==> src/rtl/north_bridge_dispatcher.sv <==
`default_nettype none
// ============================================================================
// Module      : north_bridge_dispatcher
// Description : Reads length-prefixed packets from a non-show-ahead FIFO and
//               forwards each payload word to one of three devices (CPU,
//               MMEM, VGA) over a valid/ready handshake. A packet addressed to
//               destination 3, or one whose device stalls a word for TIMEOUT
//               cycles, is drained from the FIFO and counted as dropped.
//
// Ports       : clk          - clock, all state on the rising edge
//               rst_n        - asynchronous active-low reset
//               fifo_q       - FIFO read data, valid the cycle after rdreq
//               fifo_empty   - FIFO holds no words
//               rdreq        - FIFO read strobe, one cycle per word
//               dev_ready    - per-device accept (0 CPU, 1 MMEM, 2 VGA)
//               dev_valid    - one-hot word-valid to the destination device
//               selector_out - destination index of the packet in flight
//               data_out     - payload word presented to the device
//               busy         - high whenever the FSM is not in IDLE
//               pkt_done     - one-cycle pulse per completed packet
//               drop_count   - saturating count of dropped packets
//
// Revision    : 1.0 - initial release
// ============================================================================
module north_bridge_dispatcher #(
   parameter int unsigned TIMEOUT = 255
) (
   input  logic        clk,
   input  logic        rst_n,
   input  logic [15:0] fifo_q,
   input  logic        fifo_empty,
   output logic        rdreq,
   input  logic [2:0]  dev_ready,
   output logic [2:0]  dev_valid,
   output logic [1:0]  selector_out,
   output logic [15:0] data_out,
   output logic        busy,
   output logic        pkt_done,
   output logic [7:0]  drop_count
);

   // Last timer value before a stalled word is abandoned: the word is shown
   // for exactly TIMEOUT cycles, the counter running 0 .. TIMEOUT-1.
   localparam logic [7:0] c_TMO_LAST = 8'(TIMEOUT - 1);
   localparam logic [1:0] c_DEST_DROP = 2'd3;

   typedef enum logic [2:0] {
      S_IDLE       = 3'd0,
      S_HDR        = 3'd1,
      S_PLD_RD     = 3'd2,
      S_PLD_WAIT   = 3'd3,
      S_PLD_SEND   = 3'd4,
      S_DRAIN_RD   = 3'd5,
      S_DRAIN_WAIT = 3'd6
   } state_t;

   state_t      state_q, state_d;
   logic        armed_q;
   logic [1:0]  sel_q, sel_d;
   logic [3:0]  rem_q, rem_d;
   logic [7:0]  tmr_q, tmr_d;
   logic [15:0] data_q, data_d;
   logic        done_q, done_d;
   logic [7:0]  drop_q, drop_d;

   logic        w_drop_evt;
   logic        w_sel_ready;
   logic [1:0]  w_hdr_dest;
   logic [3:0]  w_hdr_len;
   logic        w_unused_hdr;

   assign w_hdr_dest   = fifo_q[15:14];
   assign w_hdr_len    = fifo_q[3:0];
   assign w_unused_hdr = ^fifo_q[13:4];

   // Only the ready bit of the device owning the current packet matters.
   always_comb begin
      w_sel_ready = 1'b0;
      case (sel_q)
         2'd0:    w_sel_ready = dev_ready[0];
         2'd1:    w_sel_ready = dev_ready[1];
         2'd2:    w_sel_ready = dev_ready[2];
         default: w_sel_ready = 1'b0;
      endcase
   end

   // ------------------------------------------------------------------------
   // Next-state and output logic
   // ------------------------------------------------------------------------
   always_comb begin
      state_d    = state_q;
      sel_d      = sel_q;
      rem_d      = rem_q;
      tmr_d      = tmr_q;
      data_d     = data_q;
      done_d     = 1'b0;
      w_drop_evt = 1'b0;
      rdreq      = 1'b0;
      dev_valid  = 3'b000;

      case (state_q)
         S_IDLE: begin
            // armed_q keeps rdreq low until the first edge after reset release
            if (armed_q && !fifo_empty) begin
               rdreq   = 1'b1;
               state_d = S_HDR;
            end
         end

         S_HDR: begin
            sel_d = w_hdr_dest;
            rem_d = w_hdr_len;
            if (w_hdr_dest == c_DEST_DROP) begin
               w_drop_evt = 1'b1;
               if (w_hdr_len == 4'd0) begin
                  done_d  = 1'b1;
                  state_d = S_IDLE;
               end else begin
                  state_d = S_DRAIN_RD;
               end
            end else if (w_hdr_len == 4'd0) begin
               done_d  = 1'b1;
               state_d = S_IDLE;
            end else begin
               state_d = S_PLD_RD;
            end
         end

         S_PLD_RD: begin
            if (!fifo_empty) begin
               rdreq   = 1'b1;
               state_d = S_PLD_WAIT;
            end
         end

         S_PLD_WAIT: begin
            data_d  = fifo_q;
            tmr_d   = 8'd0;
            state_d = S_PLD_SEND;
         end

         S_PLD_SEND: begin
            dev_valid = 3'b001 << sel_q;
            if (w_sel_ready) begin
               rem_d = rem_q - 4'd1;
               if (rem_q == 4'd1) begin
                  done_d  = 1'b1;
                  state_d = S_IDLE;
               end else begin
                  state_d = S_PLD_RD;
               end
            end else if (tmr_q == c_TMO_LAST) begin
               // Abandon this word and flush whatever is left of the packet.
               w_drop_evt = 1'b1;
               rem_d      = rem_q - 4'd1;
               if (rem_q == 4'd1) begin
                  done_d  = 1'b1;
                  state_d = S_IDLE;
               end else begin
                  state_d = S_DRAIN_RD;
               end
            end else begin
               tmr_d = tmr_q + 8'd1;
            end
         end

         S_DRAIN_RD: begin
            if (!fifo_empty) begin
               rdreq   = 1'b1;
               state_d = S_DRAIN_WAIT;
            end
         end

         S_DRAIN_WAIT: begin
            rem_d = rem_q - 4'd1;
            if (rem_q == 4'd1) begin
               done_d  = 1'b1;
               state_d = S_IDLE;
            end else begin
               state_d = S_DRAIN_RD;
            end
         end

         default: begin
            state_d = S_IDLE;
         end
      endcase
   end

   // Saturating drop counter.
   always_comb begin
      drop_d = drop_q;
      if (w_drop_evt && (drop_q != 8'hFF)) begin
         drop_d = drop_q + 8'd1;
      end
   end

   // ------------------------------------------------------------------------
   // State registers
   // ------------------------------------------------------------------------
   always_ff @(posedge clk or negedge rst_n) begin
      if (!rst_n) begin
         state_q <= S_IDLE;
         armed_q <= 1'b0;
         sel_q   <= 2'd0;
         rem_q   <= 4'd0;
         tmr_q   <= 8'd0;
         data_q  <= 16'd0;
         done_q  <= 1'b0;
         drop_q  <= 8'd0;
      end else begin
         state_q <= state_d;
         armed_q <= 1'b1;
         sel_q   <= sel_d;
         rem_q   <= rem_d;
         tmr_q   <= tmr_d;
         data_q  <= data_d;
         done_q  <= done_d;
         drop_q  <= drop_d;
      end
   end

   assign busy         = (state_q != S_IDLE);
   assign selector_out = sel_q;
   assign data_out     = data_q;
   assign pkt_done     = done_q;
   assign drop_count   = drop_q;

endmodule
`default_nettype wire

==> config.mk <==
export PLATFORM = sky130hd
export DESIGN_NAME = north_bridge_dispatcher
export DESIGN_NICKNAME = d
export VERILOG_FILES = /design/src/rtl/north_bridge_dispatcher.sv
export SDC_FILE = /design/constraint.sdc
export NUM_CORES = 1
export LEC_CHECK = 0
export CAP_MARGIN = 25
export CORE_ASPECT_RATIO = 0.5
export CORE_UTILIZATION = 40
export CTS_BUF_LIST = sky130_fd_sc_hd__clkbuf_16
export CTS_CLUSTER_DIAMETER = 150
export DETAILED_ROUTE_END_ITERATION = 8
export GPL_TIMING_DRIVEN = 0
export PLACE_DENSITY = 0.76
export REMOVE_ABC_BUFFERS = 1
export SYNTH_ARGS = -nofsm -noshare
export SYNTH_HDL_FRONTEND = slang
export SYNTH_SLANG_ARGS = --single-unit
==> constraint.sdc <==
create_clock -name clk -period 4.37 [get_ports clk]
set_clock_uncertainty 0.2 [all_clocks]
set_input_delay 0.874 -clock clk [delete_from_list [all_inputs] [get_ports clk]]
set_output_delay 0.874 -clock clk [all_outputs]
set_load 0.02 [all_outputs]
==> out/metrics.cfg, run 1 <==
[status]
status=finished, final reports clean

[worst_setup_path]
cp_slowest_stage_delay_ns=0.63
r2r-end=drop_count[1]$_DFFE_PN0P_
cp-start-kind=flip-flop
r2r-start=state_q[0]$_DFFE_PN0P_
cp-end-kind=primary output
r2r_setup_slack_ns=2.13
cp.required_ns=3.30
ff2ff_path_depth=5
crit_start=state_q[0]$_DFFE_PN0P_
worst-setup-path-type=reg2out
worstPathCellList=and2b_2 > nand2_1 > nor3b_1 > clkdlybuf4s50_1
crit_slowest_cell=clkdlybuf4s50_1
arrival_ns=2.11
crit_fanout=13

[yosys]
synthArstFlopShare_pct=100
synthCells=241
synth_top_area_share_pct=49.0
synth.area.top_cells=dfrtp_1, nand2_1, ha_1
ys.warnings.count=0
yosys.area.top_type=dfrtp_1
synth_seq_area_share_pct=49.0
syn_area_sq_um=2190
synthFlopType=dfrtp_1
syn_area_per_cell_sq_um=9.11
synth_cell_types=48
synth-seq-cells=43
synth_edf_count=0

[die]
fp.dieW_um=107
dieArea_sq_um=5800
num_io_pins=54
die_height_um=54.4
core-area_sq_um=5090
initial_utilization_pct=43.1
rows=18

[sta]
setup_tns_ns=0
slew_headroom_pct=66.1
hold_viol=0
min_period_ns=3.18
timing.fmax_mhz=314
setup_viol=0
fin_ws_ns=1.19
post-route-period-util_pct=72.8
tightestPinTransition_ns=0.505
drv_slew=0
rsz0062_at_grt=no

[layout]
final_net_count=321
syn_to_final_growth_pct=35.1
n_antenna_cell=0
drive_gt1_share_pct=7.46

[route]
drc=0
ant_nets=0
num_vias=1900
vias_per_cell=5.21
routed_wl_um=5080
dr.pass1.iters=4
drtIter0Drc=99
wl_per_cell_um=13.9

[placed_design]
numPortBuffers=53
gp_congestion=0.814
hpwl_um=3660
pre_cts_slack_ns=1.21

[global_routing]
grt-ovfl-total=0
grt_max_degree=35
grt_pass1_wl_um=8380
grtUsageTotal_pct=19.0
grt_pass1_vias=1836
antenna_found_initial=0

[flow_run]
cap_violations=0

[clock_network]
ctsHoldBuffers=0
tritoncts=built
clk_pin_slew_ns=0.06
clockRootBuffer=clkbuf_16
post_cts.repair.setup_buffers=0
cts_htree_levels=2
clk_latency_ns=0.29
cts_sinks=43
numCtsBuffers=5
cts_buffer_depth=2
post_cts_resized=0

[pwr]
p_per_area_nw_per_um2=306
leakagePower_nw=1.33
power_w=0.000908
ir_drop_v=0.000161

[hold_path]
hp-class=in2async

-- area by class of cell --
cell class / instances / area (sq um)
multi-input cells: 183 / 1060
fillers: 466 / 2120
clock inverters: 3 / 43.8
inverters: 6 / 22.5
repair buffers: 55 / 553
flip-flops and latches: 43 / 1080
clock buffers: 5 / 125
well taps: 70 / 87.6
-- cell usage after synthesis, types with 2 or more instances --
master	instances
a211oi_1	4
a21oi_1	5
a22oi_1	2
a31oi_1	4
and3_1	5
clkbuf_1	7
dfrtp_1	43
ha_1	5
inv_1	6
mux2_1	2
mux2i_1	3
nand2_1	73
nand2b_1	4
nand3_1	7
nand3b_1	2
nand4_1	7
nor2_1	14
nor3_1	7
nor3b_1	2
nor4_1	3
o21ai_0	6
xnor2_1	4
-- power by group --
group	total, W	internal (W)	switching [W]	leakage (nW)
clock network	0.000426	0.000269	0.000157	0.0838
logic	0.0000702	0.0000363	0.0000339	0.718
registers	0.000411	0.000407	0.00000489	0.528
-- worst max-delay path: cells and delay by family, from the launching register on --
family	cells	cell delay [ns]
flops	1	0.50
buf+inv	1	0.63
simple gates	3	0.68
-- per-layer routing --
metal  share of wire, %  track usage (%)
met5                  0                0
met1                 45             23.2
met2                 47             32.6
met4                1.9             8.45
met3                5.9             5.12
-- sequential cells by signal, indices dropped and copies added (netlist names) --
signal,cells
armed_q,1
rem_q,4
tmr_q,8
state_q,3
selector_out,2
drop_count,8
data_out,16
pkt_done,1
-- cell families after synthesis --
| kind of cell | count (synthesis) | share of synthesized area, % |
|---|---|---|
| buf+inv | 15 | 2.79 |
| fa+ha+maj | 5 | 2.85 |
| flops | 43 | 49.0 |
| other cells | 1 | 0.171 |
| compound gates | 30 | 10.7 |
| mux | 7 | 3.71 |
| simple gates | 135 | 28.7 |
| xor+xnor | 5 | 2.00 |
-- placed cells by master, fill, tap and decap left out, types with 2 or more instances in the layout --
cell,instances
a211oi_1,4
a21oi_1,5
a22oi_1,2
a31oi_1,4
and3_1,5
clkbuf_16,5
clkdlybuf4s50_1,52
dfrtp_1,43
ha_1,5
inv_1,6
mux2_1,2
mux2i_1,3
nand2_1,73
nand2b_1,4
nand3_1,7
nand3b_1,2
nand4_1,7
nor2_1,14
nor3_1,7
nor3b_1,2
nor4_1,3
o21ai_0,6
xnor2_1,4
-- through the flow --
step / hold slack (ns) / std cells / instance area [sq um] / utilization, %
floorplan: 0.276 / 232 / 2160 / -
global placement: 0.258 / 355 / 2770 / 54.5
detailed placement: 0.262 / 357 / 2800 / 54.9
CTS: 0.257 / 365 / 2970 / 58.3
global route: 0.269 / 365 / 2970 / 58.3
finish: 0.254 / 365 / 2970 / 58.3
-- worst max-delay path by stage --
stage	end	depth (start not counted)
after floorplan	dev_valid[2]	3
after global placement	drop_count[4]$_DFFE_PN0P_	1
after detailed placement	rdreq	3
after CTS	dev_valid[2]	4
after global routing	rdreq	4
final	dev_valid[2]	4
(Power assumes the default switching activity.)
==> run 2: changes to the inputs <==
PLACE_DENSITY = 0.79   (was 0.76)
clock period = 2.55 ns   (was 4.37 ns; I/O delays follow)
==> out/metrics.cfg, run 2 (synthesis results as in run 1) <==
[global_routing]
grt_pass1_wl_um=8310
grt_pass1_vias=1757
grt-ovfl-total=0
grt_max_degree=30
antenna_found_initial=0
grtUsageTotal_pct=18.7

[clock_network]
tritoncts=built
clk_latency_ns=0.28
cts_buffer_depth=2
clk_pin_slew_ns=0.06
post_cts.repair.setup_buffers=0
cts_htree_levels=2
clockRootBuffer=clkbuf_16
numCtsBuffers=5
cts_sinks=43

[pwr]
comb_power_share_pct=7.8
ir_drop_v=0.000274
p_per_area_nw_per_um2=522
leakagePower_nw=1.36
power_w=0.00156
power.switching_w=0.000337
pwr-share-seq_pct=45.2
clkPwrFrac_pct=46.9
p_int_w=0.00122
power.share.switching_pct=21.6

[worst_setup_path]
crit_family=simple AND/OR/NAND/NOR gates
worst-setup-path-type=reg2out
r2r-start=selector_out[1]$_DFFE_PN0N_
r2r_setup_slack_ns=0.37
arrival_ns=1.76
crit_buf_inv=1
cp.required_ns=1.84
ff2ff_path_depth=5
cp_slowest_stage_delay_ns=0.50
r2r-end=rem_q[2]$_DFFE_PN0P_
cp-end-kind=primary output
crit_slowest_cell=dfrtp_2
worstPathCellList=and2b_2 > nand2_1 > nor3b_1 > dlygate4sd2_1
crit_fanout=13
cp-start-kind=flip-flop

[layout]
fill_cells=439
largest_reg_flops=16
multi_input_area_sq_um=1070
drive_gt1_share_pct=9.46
final_common_cell=nand2_1
fin_area_sq_um=2980
n_antenna_cell=0
syn_to_final_growth_pct=36.0
final-seq-area_sq_um=1080
layout_common_cells=nand2_1, clkdlybuf4s50_1, dfrtp_1
final_net_count=322

[hold_path]
hp-class=reg2reg
hold_start=data_out[7]$_DFFE_PN0P_
hold_depth=2
hold_end=data_out[7]$_DFFE_PN0P_

[route]
num_vias=1957
ant_nets=0
vias_per_cell=5.35
dr.pass1.iters=4
routed_wl_um=5200
drc=0
wl_per_cell_um=14.2
drtIter0Drc=123

[die]
dieArea_sq_um=5800
initial_utilization_pct=43.1
num_io_pins=54
core-area_sq_um=5090
rows=18
fp.dieW_um=107
die_height_um=54.4

[sta]
tightestPinTransition_ns=0.551
setup_tns_ns=0
timing.fmax_mhz=404
hold_viol=0
drv_slew=0
rsz0062_at_grt=no
setup_viol=0
post-route-period-util_pct=97.0
hold_slack_ns=0.272
slew_headroom_pct=63.1
fin_ws_ns=0.0770
min_period_ns=2.47

[placed_design]
numPortBuffers=53
post_dp_cell_area_sq_um=2800
gp_congestion=0.809
hpwl_um=3740
pre_cts_slack_ns=0.0327

[status]
status=finished, final reports clean

[flow_run]
cap_violations=0

run 2: worst max path at each step:
stage / endpoint / cells after the start / from / slack (ns)
after floorplan: dev_valid[2] / 3 / state_q[0]$_DFFE_PN0P_ / 0.45
after global placement: drop_count[3]$_DFFE_PN0P_ / 1 / rst_n / -0.37
after detailed placement: drop_count[1]$_DFFE_PN0P_ / 6 / dev_ready[0] / 0.03
after CTS: rdreq / 4 / state_q[0]$_DFFE_PN0P_ / -0.15
after global routing: dev_valid[1] / 4 / state_q[0]$_DFFE_PN0P_ / 0.02
final: dev_valid[1] / 4 / state_q[0]$_DFFE_PN0P_ / 0.08
run 2: area by class of cell:
cell class,instances,area share [%]
flip-flops and latches,43,36.2
clock inverters,3,1.47
well taps,70,2.94
clock buffers,5,4.19
repair buffers,56,18.7
inverters,6,0.755
multi-input cells,183,35.8
run 2: power groups by stage:
stage          Clock (W)  Combinational (W)  Sequential, W
2_1_floorplan          0          0.0000201       0.000733
6_report        0.000732           0.000122       0.000705
4_1_cts         0.000740           0.000124       0.000705
3_5_place_dp           0           0.000122       0.000718
5_1_grt         0.000770           0.000132       0.000706
3_3_place_gp           0           0.000116       0.000717
run 2: layer usage:
layer  part of all wire [%]  GRT usage (%)
met2                     48           32.2
met4                   0.88           5.48
met1                     46           24.4
met3                    5.6           4.17
met5                      0              0
run 2: worst min-delay path, stage by stage, from the launching register on:
cell and delay, ns:
dfrtp_1 0.34, nand2_1 0.05, nand2_1 0.05
run 2: repair_timing:
action                                  in CTS  in global routing
endpoints found under the setup margin       4                  5
hold buffers                                 1                  0
endpoints found under the hold margin       14                  0
resized for setup                            4                  9
run 2: through the flow:
step	cells	utilization [%]
2_1_floorplan	232	-
3_3_place_gp	355	54.5
3_5_place_dp	357	54.9
4_1_cts	366	58.4
5_1_grt	366	58.6
6_report	366	58.6
==> run 3: changes to the inputs <==
CORE_ASPECT_RATIO = 0.6   (was 0.5)
==> out/metrics.cfg, run 3 (synthesis results as in run 1) <==
[status]
status=finished with violations
violations=design-rule violations

[worst_setup_path]
crit_buf_inv=1
crit_fanout=13
crit_slowest_cell=dfrtp_2
worst-setup-path-type=reg2out
cp_slowest_stage_delay_ns=0.49
worstPathCellList=and2b_2 > nand2_1 > nor3b_1 > clkbuf_2
cp-end-kind=primary output
crit_family=simple AND/OR/NAND/NOR gates
cp-start-kind=flip-flop
cp.required_ns=1.84
arrival_ns=1.73

[layout]
layout_common_cells=nand2_1, clkdlybuf4s50_1, dfrtp_1
syn_to_final_growth_pct=34.4
fin_area_sq_um=2950
n_antenna_cell=0
largest_reg_flops=16
final_common_cell=nand2_1
fin_util_pct=57.0
drive_gt1_share_pct=9.80
final_net_count=322
fill_cells=445

[clock_network]
tritoncts=built
clk_latency_ns=0.29
numCtsBuffers=5
cts_htree_levels=2
clockRootBuffer=clkbuf_16
clk_pin_slew_ns=0.06
cts_buffer_depth=2
cts_sinks=43

[die]
core-area_sq_um=5180
rows=20
num_io_pins=54
die_height_um=59.4
initial_utilization_pct=42.4
dieArea_sq_um=5800
fp.dieW_um=97.6

[placed_design]
hpwl_um=3860
post_dp_cell_area_sq_um=2800
gp_congestion=0.819
numPortBuffers=53

[global_routing]
grtUsageTotal_pct=20.3
grt_pass1_wl_um=8930
grt-ovfl-total=0
antenna_found_initial=0
grt_max_degree=26
grt_pass1_vias=1851

[route]
drc=12
dr.pass1.iters=7
ant_nets=0
routed-wl-met2_um=2280
routed.top_layer=met4
num_vias=1973
drtIter0Drc=184
wl_per_cell_um=14.6
vias_per_cell=5.45
drt-met1-wl_um=2580
routed_wl_um=5280
wl_met3_um=329

[pwr]
clkPwrFrac_pct=43.5
comb_power_share_pct=8.4
power.switching_w=0.000339
pwr-share-seq_pct=48.2
p_int_w=0.00113
p_per_area_nw_per_um2=496
ir_drop_v=0.000242
leakagePower_nw=1.33
power.share.switching_pct=23.1

[sta]
drv_slew=0
min_period_ns=2.44
setup_viol=0
hold_viol=0
timing.fmax_mhz=411
rsz0062_at_grt=no
tightestPinTransition_ns=0.676
slew_headroom_pct=54.8
post-route-period-util_pct=95.5

[hold_path]
hp-class=reg2reg

[flow_run]
cap_violations=0

## run 3: final timing paths
kind                                    startpoint                   endpoint  slack, ns  cells after the start
setup / recovery            state_q[0]$_DFFE_PN0P_               dev_valid[1]       0.11                      4
hold / removal             data_out[7]$_DFFE_PN0P_    data_out[7]$_DFFE_PN0P_       0.28                      2
setup reg to reg            state_q[0]$_DFFE_PN0P_  drop_count[1]$_DFFE_PN0P_       0.38                      5
hold reg to reg            data_out[7]$_DFFE_PN0P_    data_out[7]$_DFFE_PN0P_       0.28                      2
max in group asynchronous                    rst_n  drop_count[4]$_DFFE_PN0P_       1.15                      3
min in group asynchronous                    rst_n       rem_q[2]$_DFFE_PN0P_       0.51                      2
## run 3: what timing repair did
action / in CTS / in global routing
endpoints found under the setup margin: 4 / 3
buffers inserted: 0 / 0
cloned: 0 / 0
gates resized for setup: 10 / 8
hold buffers: 1 / 0
endpoints found under the hold margin: 18 / 0
pin swaps: 0 / 0
## run 3: layer usage
metal	GRT usage [%]	vias to the layer above
met5	0	-
met4	7.58	0
met3	5.31	17
met2	30.8	75
met1	28.2	943
li1	-	938
## run 3: power groups by stage
stage	clock, W	sequential [W]	combinational [W]
floorplan	0	0.000733	0.0000201
global placement	0	0.000717	0.000117
CTS	0.000650	0.000705	0.000124
detailed placement	0	0.000718	0.000122
global route	0.000685	0.000707	0.000134
finish	0.000637	0.000705	0.000122
## run 3: tightest hold or removal path, stage by stage, from the launching register on
cell     delay, ns
dfrtp_1       0.34
nand2_1       0.05
nand2_1       0.05
## run 3: cell type report
| class | count | area, sq um | share of cell area (%) |
|---|---|---|---|
| flip-flops and latches | 43 | 1080 | 36.6 |
| inverters | 6 | 22.5 | 0.763 |
| clock inverters | 3 | 25.0 | 0.848 |
| well taps | 66 | 82.6 | 2.80 |
| clock buffers | 5 | 125 | 4.24 |
| multi-input cells | 183 | 1060 | 36.1 |
| repair buffers | 56 | 551 | 18.7 |
## run 3: through the flow
| stage | hold WS, ns | instances | TNS [ns] | setup WS (ns) | power (W) |
|---|---|---|---|---|---|
| finish | 0.276 | 362 | 0 | 0.114 | 0.00146 |
| global route | 0.295 | 362 | 0 | 0.0344 | 0.00153 |
| floorplan | 0.0144 | 232 | 0 | 0.447 | 0.000754 |
| CTS | 0.278 | 362 | 0 | 0.000621 | 0.00148 |
| global placement | 0.258 | 351 | -16.60 | -0.388 | 0.000835 |
| detailed placement | 0.262 | 353 | -0.0242 | -0.0222 | 0.000840 |
